## src/rtl/sdram_arb_pkg.sv

```systemverilog
// sdram_arb_pkg
// Shared types and constants for the two-port SDRAM arbiter.
//   arb_state_t  : arbiter FSM states
//   ADDR_W_DEF   : default controller address width
//   DATA_W_DEF   : default controller data width
//   WIDTH_32     : data_width code for a 32-bit access
//   timer_width  : bits needed to count 0..timeout inclusive
package sdram_arb_pkg;

    typedef enum logic [1:0] {
        IDLE  = 2'd0,
        ISSUE = 2'd1,
        BUSY  = 2'd2
    } arb_state_t;

    localparam int ADDR_W_DEF = 25;
    localparam int DATA_W_DEF = 32;

    localparam logic [1:0] WIDTH_32 = 2'b10;

    function automatic int timer_width(input int timeout);
        return (timeout < 1) ? 1 : $clog2(timeout + 1);
    endfunction

endpackage

```

## src/rtl/sdram_rr_pick.sv

```systemverilog
// sdram_rr_pick
// Combinational two-way round-robin chooser.
//   req[1:0]   : per-port request
//   last_owner : port that finished the previous access
//   valid      : at least one port is requesting
//   winner     : chosen port (the one that did not go last on a tie)
module sdram_rr_pick (
    input  logic [1:0] req,
    input  logic       last_owner,
    output logic       valid,
    output logic       winner
);

    always_comb begin
        valid  = |req;
        winner = (&req) ? ~last_owner : req[1];
    end

endmodule

```

## src/rtl/sdram_arbiter.sv

```systemverilog
// sdram_arbiter
// Shares one SDRAM controller between two requesters using round-robin
// arbitration. Converts each port's req/gnt/done handshake into the
// controller's enable/ready protocol, latches the command at grant time,
// routes read data back to the owning port and aborts an access that the
// controller never finishes.
//   clk, rst            : clock, asynchronous active-high reset
//   pN_req/we/addr/
//   pN_wdata/pN_width   : port N command, held until pN_gnt
//   pN_gnt              : one-cycle pulse, command latched
//   pN_done             : one-cycle pulse, access finished
//   pN_rdata            : last read data returned to port N
//   mem_*               : controller command / response interface
//   busy                : an access is in flight
//   err                 : sticky watchdog timeout flag
//
// state | meaning
// IDLE  | no access in flight; grant when controller ready and a port requests
// ISSUE | enable asserted, waiting for ready to fall (controller accepted)
// BUSY  | enable dropped, waiting for ready to rise (access complete)
module sdram_arbiter
    import sdram_arb_pkg::*;
#(
    parameter int ADDR_W  = ADDR_W_DEF,
    parameter int DATA_W  = DATA_W_DEF,
    parameter int TIMEOUT = 1023
) (
    input  logic              clk,
    input  logic              rst,

    input  logic              p0_req,
    input  logic              p0_we,
    input  logic [ADDR_W-1:0] p0_addr,
    input  logic [DATA_W-1:0] p0_wdata,
    input  logic [1:0]        p0_width,
    output logic              p0_gnt,
    output logic              p0_done,
    output logic [DATA_W-1:0] p0_rdata,

    input  logic              p1_req,
    input  logic              p1_we,
    input  logic [ADDR_W-1:0] p1_addr,
    input  logic [DATA_W-1:0] p1_wdata,
    input  logic [1:0]        p1_width,
    output logic              p1_gnt,
    output logic              p1_done,
    output logic [DATA_W-1:0] p1_rdata,

    output logic              mem_enable,
    output logic              mem_write,
    output logic [ADDR_W-1:0] mem_addr,
    output logic [DATA_W-1:0] mem_wdata,
    output logic [1:0]        mem_width,
    input  logic [DATA_W-1:0] mem_rdata,
    input  logic              mem_ready,

    output logic              busy,
    output logic              err
);

    localparam int               TMR_W     = timer_width(TIMEOUT);
    localparam logic [TMR_W-1:0] TMR_LIMIT = TMR_W'(TIMEOUT);

    arb_state_t       state;
    logic [TMR_W-1:0] timer;
    logic             owner;
    logic             last_owner;
    logic             pick_valid;
    logic             pick_winner;

    sdram_rr_pick u_pick (
        .req        ({p1_req, p0_req}),
        .last_owner (last_owner),
        .valid      (pick_valid),
        .winner     (pick_winner)
    );

    assign busy = (state != IDLE);

    always_ff @(posedge clk or posedge rst) begin
        if (rst) begin
            state      <= IDLE;
            timer      <= '0;
            owner      <= 1'b0;
            last_owner <= 1'b1;
            p0_gnt     <= 1'b0;
            p1_gnt     <= 1'b0;
            p0_done    <= 1'b0;
            p1_done    <= 1'b0;
            p0_rdata   <= '0;
            p1_rdata   <= '0;
            mem_enable <= 1'b0;
            mem_write  <= 1'b0;
            mem_addr   <= '0;
            mem_wdata  <= '0;
            mem_width  <= '0;
            err        <= 1'b0;
        end else begin
            p0_gnt  <= 1'b0;
            p1_gnt  <= 1'b0;
            p0_done <= 1'b0;
            p1_done <= 1'b0;

            case (state)
                IDLE: begin
                    // Holding off while ready is low also covers controller init.
                    if (mem_ready && pick_valid) begin
                        owner <= pick_winner;
                        if (pick_winner) begin
                            mem_write <= p1_we;
                            mem_addr  <= p1_addr;
                            mem_wdata <= p1_wdata;
                            mem_width <= p1_width;
                            p1_gnt    <= 1'b1;
                        end else begin
                            mem_write <= p0_we;
                            mem_addr  <= p0_addr;
                            mem_wdata <= p0_wdata;
                            mem_width <= p0_width;
                            p0_gnt    <= 1'b1;
                        end
                        mem_enable <= 1'b1;
                        timer      <= '0;
                        state      <= ISSUE;
                    end
                end

                ISSUE: begin
                    if (!mem_ready) begin
                        mem_enable <= 1'b0;
                        timer      <= '0;
                        state      <= BUSY;
                    end else if (timer == TMR_LIMIT) begin
                        err        <= 1'b1;
                        mem_enable <= 1'b0;
                        p0_done    <= ~owner;
                        p1_done    <= owner;
                        last_owner <= owner;
                        state      <= IDLE;
                    end else begin
                        timer <= timer + 1'b1;
                    end
                end

                BUSY: begin
                    // A genuine completion wins over a coincident timeout.
                    if (mem_ready) begin
                        if (!mem_write) begin
                            if (owner) p1_rdata <= mem_rdata;
                            else       p0_rdata <= mem_rdata;
                        end
                        p0_done    <= ~owner;
                        p1_done    <= owner;
                        last_owner <= owner;
                        state      <= IDLE;
                    end else if (timer == TMR_LIMIT) begin
                        err        <= 1'b1;
                        mem_enable <= 1'b0;
                        p0_done    <= ~owner;
                        p1_done    <= owner;
                        last_owner <= owner;
                        state      <= IDLE;
                    end else begin
                        timer <= timer + 1'b1;
                    end
                end

                default: state <= IDLE;
            endcase
        end
    end

endmodule

```

## config.mk

```make
export PLATFORM = sky130hd
export DESIGN_NAME = sdram_arbiter
export DESIGN_NICKNAME = d
export VERILOG_FILES = /design/src/rtl/sdram_arb_pkg.sv /design/src/rtl/sdram_rr_pick.sv /design/src/rtl/sdram_arbiter.sv
export SDC_FILE = /design/constraint.sdc
export NUM_CORES = 1
export LEC_CHECK = 0
export CAP_MARGIN = 5
export CELL_PAD_IN_SITES_DETAIL_PLACEMENT = 0
export CELL_PAD_IN_SITES_GLOBAL_PLACEMENT = 2
export CORE_UTILIZATION = 25
export DETAILED_ROUTE_END_ITERATION = 8
export PLACE_DENSITY_LB_ADDON = 0.1
export SLEW_MARGIN = 20
export SYNTH_ARGS = -nofsm -noshare
export SYNTH_HDL_FRONTEND = slang
export SYNTH_SLANG_ARGS = --single-unit
```

## constraint.sdc

```tcl
create_clock -name clk -period 6.34 [get_ports clk]
set_input_delay 0.951 -clock clk [delete_from_list [all_inputs] [get_ports clk]]
set_output_delay 0.951 -clock clk [all_outputs]
set_load 0.02 [all_outputs]
```

# Word-level counts from Yosys, hierarchy flattened

Cells that the tools add are included.

Output and inout port bits: 131
Word-level logic and storage cells: 81
Bits of input ports: 157
Flip-flop bits (word level): 144

Eq/ne operators: 6
Multiplexer cells: 42
Reduce and logical (&&, ||, !) cells: 13
Bitwise operators: 3
Add/subtract/negate cells: 1

Operator list:

| kind                  | number |
|---|---|
| $mux 10               | 4 |
| $mux 32               | 1 |
| $pmux 10 s3           | 1 |
| $mux 25               | 1 |
| $mux 1                | 24 |
| $add 10x1->10 const B | 1 |
| $eq 10x10->1 const B  | 1 |
| $mux 2                | 5 |
| $pmux 1 s2            | 4 |
| $reduce_and 4->1      | 2 |
| $ne 2x2->1 const B    | 3 |
| $pmux 2 s3            | 1 |
| $reduce_and 2->1      | 3 |
| $reduce_and 3->1      | 2 |
| $reduce_bool 2->1     | 2 |
| $not 1->1             | 3 |
| $pmux 1 s3            | 1 |
| $reduce_bool 3->1     | 1 |
| $eq 2x1->1 const B    | 1 |
| $eq 2x2->1 const B    | 1 |
| $logic_not 2->1       | 1 |
| $reduce_or 2->1       | 1 |
| $logic_and 1x1->1     | 1 |

# Logic depth before layout (Yosys ltp)

Depth after elaboration: 5
Mapped depth: 8
Gate-level depth less buffers: 6

# Modules after synthesis

Synthesis repeated with hierarchy kept, for this count alone.

Cell total of the unflattened synthesis: 524
Area total of the unflattened synthesis: 6238.5 um^2

Modules (own cells, without submodules):

| module        | area an instance (um^2) | cells an instance | sequential area each (um^2) | instances |
|---|---|---|---|---|
| sdram_arbiter | 6224.7                  | 522               | 3604.7                      | 1 |
| sdram_rr_pick | 13.8                    | 2                 | 0.0                         | 1 |

# Worst setup path after synthesis

Ideal clock, no wire load.

Path type: input to register
From: in mem_ready
To: reg timer[4]
Setup time: 0.154 ns
Stages: 4
Data required time: 6.186 ns
Path slack: 4.086 ns
Path buffers: 1
Data arrival time: 2.100 ns
Cell sequence: buf_4 -> o21ai_0 -> a2111oi_0 -> o41ai_1

Word-level cells in the longest chain between the ends: 3
Elaborated cells between the ends (all ways): 6
Those cells by class: eq/ne (2); mux (2); reduce/logical (2)

Ends and longest elaborated chain:

| what                              | line                 | text |
|---|---|---|
| start, declared                   | sdram_arbiter.sv:55  | `input logic mem_ready,` |
| $logic_and 1x1->1                 | sdram_arbiter.sv:107 | `if (mem_ready && pick_valid) begin` |
| $ne 2x2->1 (no source line)       | --                   |  |
| $reduce_and 3->1 (no source line) | --                   |  |
| end signal, assigned              | sdram_arbiter.sv:141 | `timer <= timer + 1'b1;` |
| end signal, assigned              | sdram_arbiter.sv:164 | `timer <= timer + 1'b1;` |
| end, declared                     | sdram_arbiter.sv:65  | `logic [TMR_W-1:0] timer;` |

Parallel ways exist; a longest one is shown, timed or not.
A chain may end at the register's enable or synchronous reset.

# Final worst setup path

From: reg state[0]
To: out busy

Word-level cells in the longest chain between the ends: 1

Ends and longest elaborated chain:

| what                   | line                 | text |
|---|---|---|
| start, declared        | sdram_arbiter.sv:64  | `arb_state_t state;` |
| start signal, assigned | sdram_arbiter.sv:82  | `state <= IDLE;` |
| start signal, assigned | sdram_arbiter.sv:124 | `state <= ISSUE;` |
| start signal, assigned | sdram_arbiter.sv:132 | `state <= BUSY;` |
| $reduce_bool 2->1      | sdram_arbiter.sv:78  | `assign busy = (state != IDLE);` |
| end, declared          | sdram_arbiter.sv:57  | `output logic busy,` |

Every way passes these cells.

==> impl_metrics.csv <==
group,metric,value,unit
cts,cts.sinks,144,
floorplan,boundaryPins,288,
floorplan,die_area,25700,um2
global_routing,grt_pass1_wl,30.6,mm
cts,cts_buffers,17,
sta,setup_viol,0,
sta,setup_tns,0,ns
cts,cts.reportedPaths.clkPinSlew,0.07,ns
worst_hold_path,hold_path.class,"register to register",
power_and_ir_drop,p_int,3.00,mW
detailed_routing,ant_nets,0,
sta,grt_setup_unrepaired,"no",
sta,clock_skew,0.0130,ns
sta,final-hold-violation-count,0,
layout,drive_above_1_share,13.2,%
synth,syn_inst,525,
layout,fillers,2343,
cts,clk-insertion-delay-late,0.42,ns
setup_path,critical_path_class,"register to output pin",
setup_path,cp_top_family,"buffers and inverters",
layout,area_growth,61.2,%
synth,syn-num-nets,687,
worst_hold_path,min_to,"err",
global_routing,gr-total-overflow,0,
power_and_ir_drop,power.density,473,nW/um2
global_routing,grt_max_degree,125,
detailed_routing,routed_wl,18.9,mm
worst_hold_path,hold_depth,1,
setup_path,crit_buf_inv,3,
power_and_ir_drop,p_comb_share,45.7,%
power_and_ir_drop,ir_drop,0.000171,V
floorplan,die-height,160,um
global_routing,grt_pass1_vias,5411,
detailed_routing,drt_iter0_markers,132,
detailed_routing,wl_per_cell,16.6,um
setup_path,max_stage_delay,0.55,ns
sta,min_period_over_period,46.1,%
job,drv_cap,0,
cts,ctsHtreeMaxLevel,4,
setup_path,cp-end-kind,"output pin",
power_and_ir_drop,power_switching,1.78,mW
synth,synthArstFlopShare,100,%
layout,seqCellArea,3600,um2
sta,clock.fmax,342,MHz
placed_design,io_buffers,287,
setup_path,cp.arrival,1.97,ns
worst_hold_path,hold_start,"err",
sta,relSlewSlack,35.3,%
global_routing,grt_usage,15.5,%
synth,ys_types,44,
placed_design,dp_hpwl,13.7,mm
synth,yosysWarnings,0,
sta,worstMarginPinSlew,0.970,ns
synth,yosysMostFrequentCell,"dfrtp_1",
cts,ctsHoldBuffers,0,
synth,synth_common_cells,"dfrtp_1, nand2_1, o21ai_0, mux2_2, mux2i_1",
synth,synth_edf_count,0,
synth,synth_top_cell_by_area,"dfrtp_1",
sta,maxSlewViolCount,0,
setup_path,reg2reg_setup_slack,4.06,ns
global_routing,antenna_found_initial,1,
synth,syn-cell-area,6270,um2
detailed_routing,dr.pass1.iters,4,
synth,synth_top_area_share,57.1,%
placed_design,gp_congestion,0.748,
setup_path,r2r_cells,6,
cts,cts_tree,"built",
power_and_ir_drop,pwr-share-seq,32.3,%
setup_path,start_kind,"register",
placed_design,numPlacedInstances,1109,
synth,yosys_most_used_dff,"dfrtp_1",
synth,avgSynthCellArea,11.9,um2
setup_path,slowest_stage,"clkdlybuf4s50_1",
setup_path,crit_chain,"inv_1 > ha_1 > inv_1 > clkdlybuf4s50_1",
power_and_ir_drop,swShare,37.2,%
layout,multi_input_area,2520,um2
floorplan,die_w,160,um
setup_path,cp_common_cell,"inv_1",
synth,yosys-top-cells-area,"dfrtp_1, mux2_2, mux2i_1",
cts,cts_buffer_depth,2,
cts,cts_root_buffer,"clkbuf_16",
floorplan,row_count,57,
sta,fin_crit,2.92,ns
setup_path,crit_fanout,10,
detailed_routing,drc,0,
status,status,"completed",
power_and_ir_drop,clkPwrFrac,22.0,%
synth,synth_seq_cells,144,
layout,finalNetCount,966,
cts,post_cts_buffers,0,
floorplan,core_region_area,24500,um2
layout,fin_cells,1142,
cts,cts_resized,0,
power_and_ir_drop,total_leakage_power,4.37,nW
setup_path,crit-reg2reg-capture,"mem_enable",
detailed_routing,vias,5081,
synth,seq_area_frac_synth,57.5,%
detailed_routing,viasPerCell,4.45,
setup_path,timing.rr.start,"state[0]",
setup_path,crit_required,5.39,ns
floorplan,start_util,25.6,%
## metrics by stage
step | util [%] | hold WS, ns | worst slack [ns] | cell area, um2 | power [mW]
detailed placement | 38.7 | 0.447 | 2.97 | 9470 | 3.77
floorplan | - | 0.461 | 1.52 | 6270 | 2.64
global route | 41.3 | 0.477 | 3.31 | 10100 | 5.09
finish | 41.3 | 0.459 | 3.42 | 10100 | 4.78
CTS | 41.3 | 0.462 | 3.38 | 10100 | 4.86
global placement | 38.7 | 0.438 | 2.99 | 9470 | 3.75
## power by group through the flow
stage          Clock [mW]  Combinational, mW  Sequential, mW
2_1_floorplan           0              0.640            2.00
3_3_place_gp            0               2.21            1.54
3_5_place_dp            0               2.22            1.55
4_1_cts              1.09               2.22            1.55
5_1_grt              1.13               2.36            1.60
6_report             1.05               2.18            1.54
## worst register-to-register path: cells and delay by family (launching register included)
kind                       cells  cell delay (ns)
AOI/OAI and AO/OA              4             1.23
adders and majority gates      1             0.41
buffers and inverters          1             0.12
DFF                            1             0.40
## cell families after synthesis
kind of cell    Yosys count  share of synthesized area, %
compound gates           97                          9.01
fa+ha+maj                 5                         0.998
buf+inv                  40                          2.78
flops                   144                          57.5
mux                     128                          21.7
simple gates            111                          7.95
## registers in the layout (all words and copies together), names as in the netlist
register and flops:
timer 10, last_owner 1, err 1, state 2
p0_rdata 32, mem_write 1, owner 1, mem_addr 25
p0_done 1, mem_width 2, p1_gnt 1, mem_wdata 32
p1_rdata 32, p0_gnt 1, mem_enable 1, p1_done 1
## worst max-delay path by stage
stage	start	to	slack, ns	cells after the start
global placement	mem_ready	timer[4]	2.99	4
finish	state[0]	busy	3.42	4
floorplan	rst	err	1.52	1
detailed placement	p1_req	mem_wdata[12]	2.97	5
global route	p1_req	mem_addr[16]	3.31	5
CTS	state[0]	busy	3.38	4
## cell usage in the layout (no fill, tap or decap), types with 7 or more instances in the layout
| master | synthesis | layout |
|---|---|---|
| nand2_1 | 70 | 70 |
| mux2_2 | 64 | 64 |
| inv_1 | 8 | 7 |
| dfrtp_1 | 143 | 143 |
| nor2_1 | 7 | 7 |
| a21oi_1 | 8 | 8 |
| nand3_1 | 9 | 9 |
| clkdlybuf4s50_1 | 0 | 287 |
| clkbuf_16 | 0 | 17 |
| o21ai_0 | 66 | 66 |
| mux2i_1 | 63 | 63 |
## metal layers
layer | global-route usage, % | vias up | part of all wire (%)
met5 | 0 | - | 0
met4 | 5.67 | 0 | 2.0
met3 | 6.12 | 23 | 9.0
met2 | 26.5 | 196 | 49
met1 | 17.3 | 2432 | 40
li1 | - | 2430 | -
## cell type report
class	count	share of cell area (%)
inverter	8	0.347
sequential	144	35.7
clock buffer	19	4.48
multi-input combinational	341	24.9
antenna	1	0.0248
timing repair buffer	292	28.9
clock inverter	13	1.65
tap	324	4.01
Power figures use the tool's default switching activity.
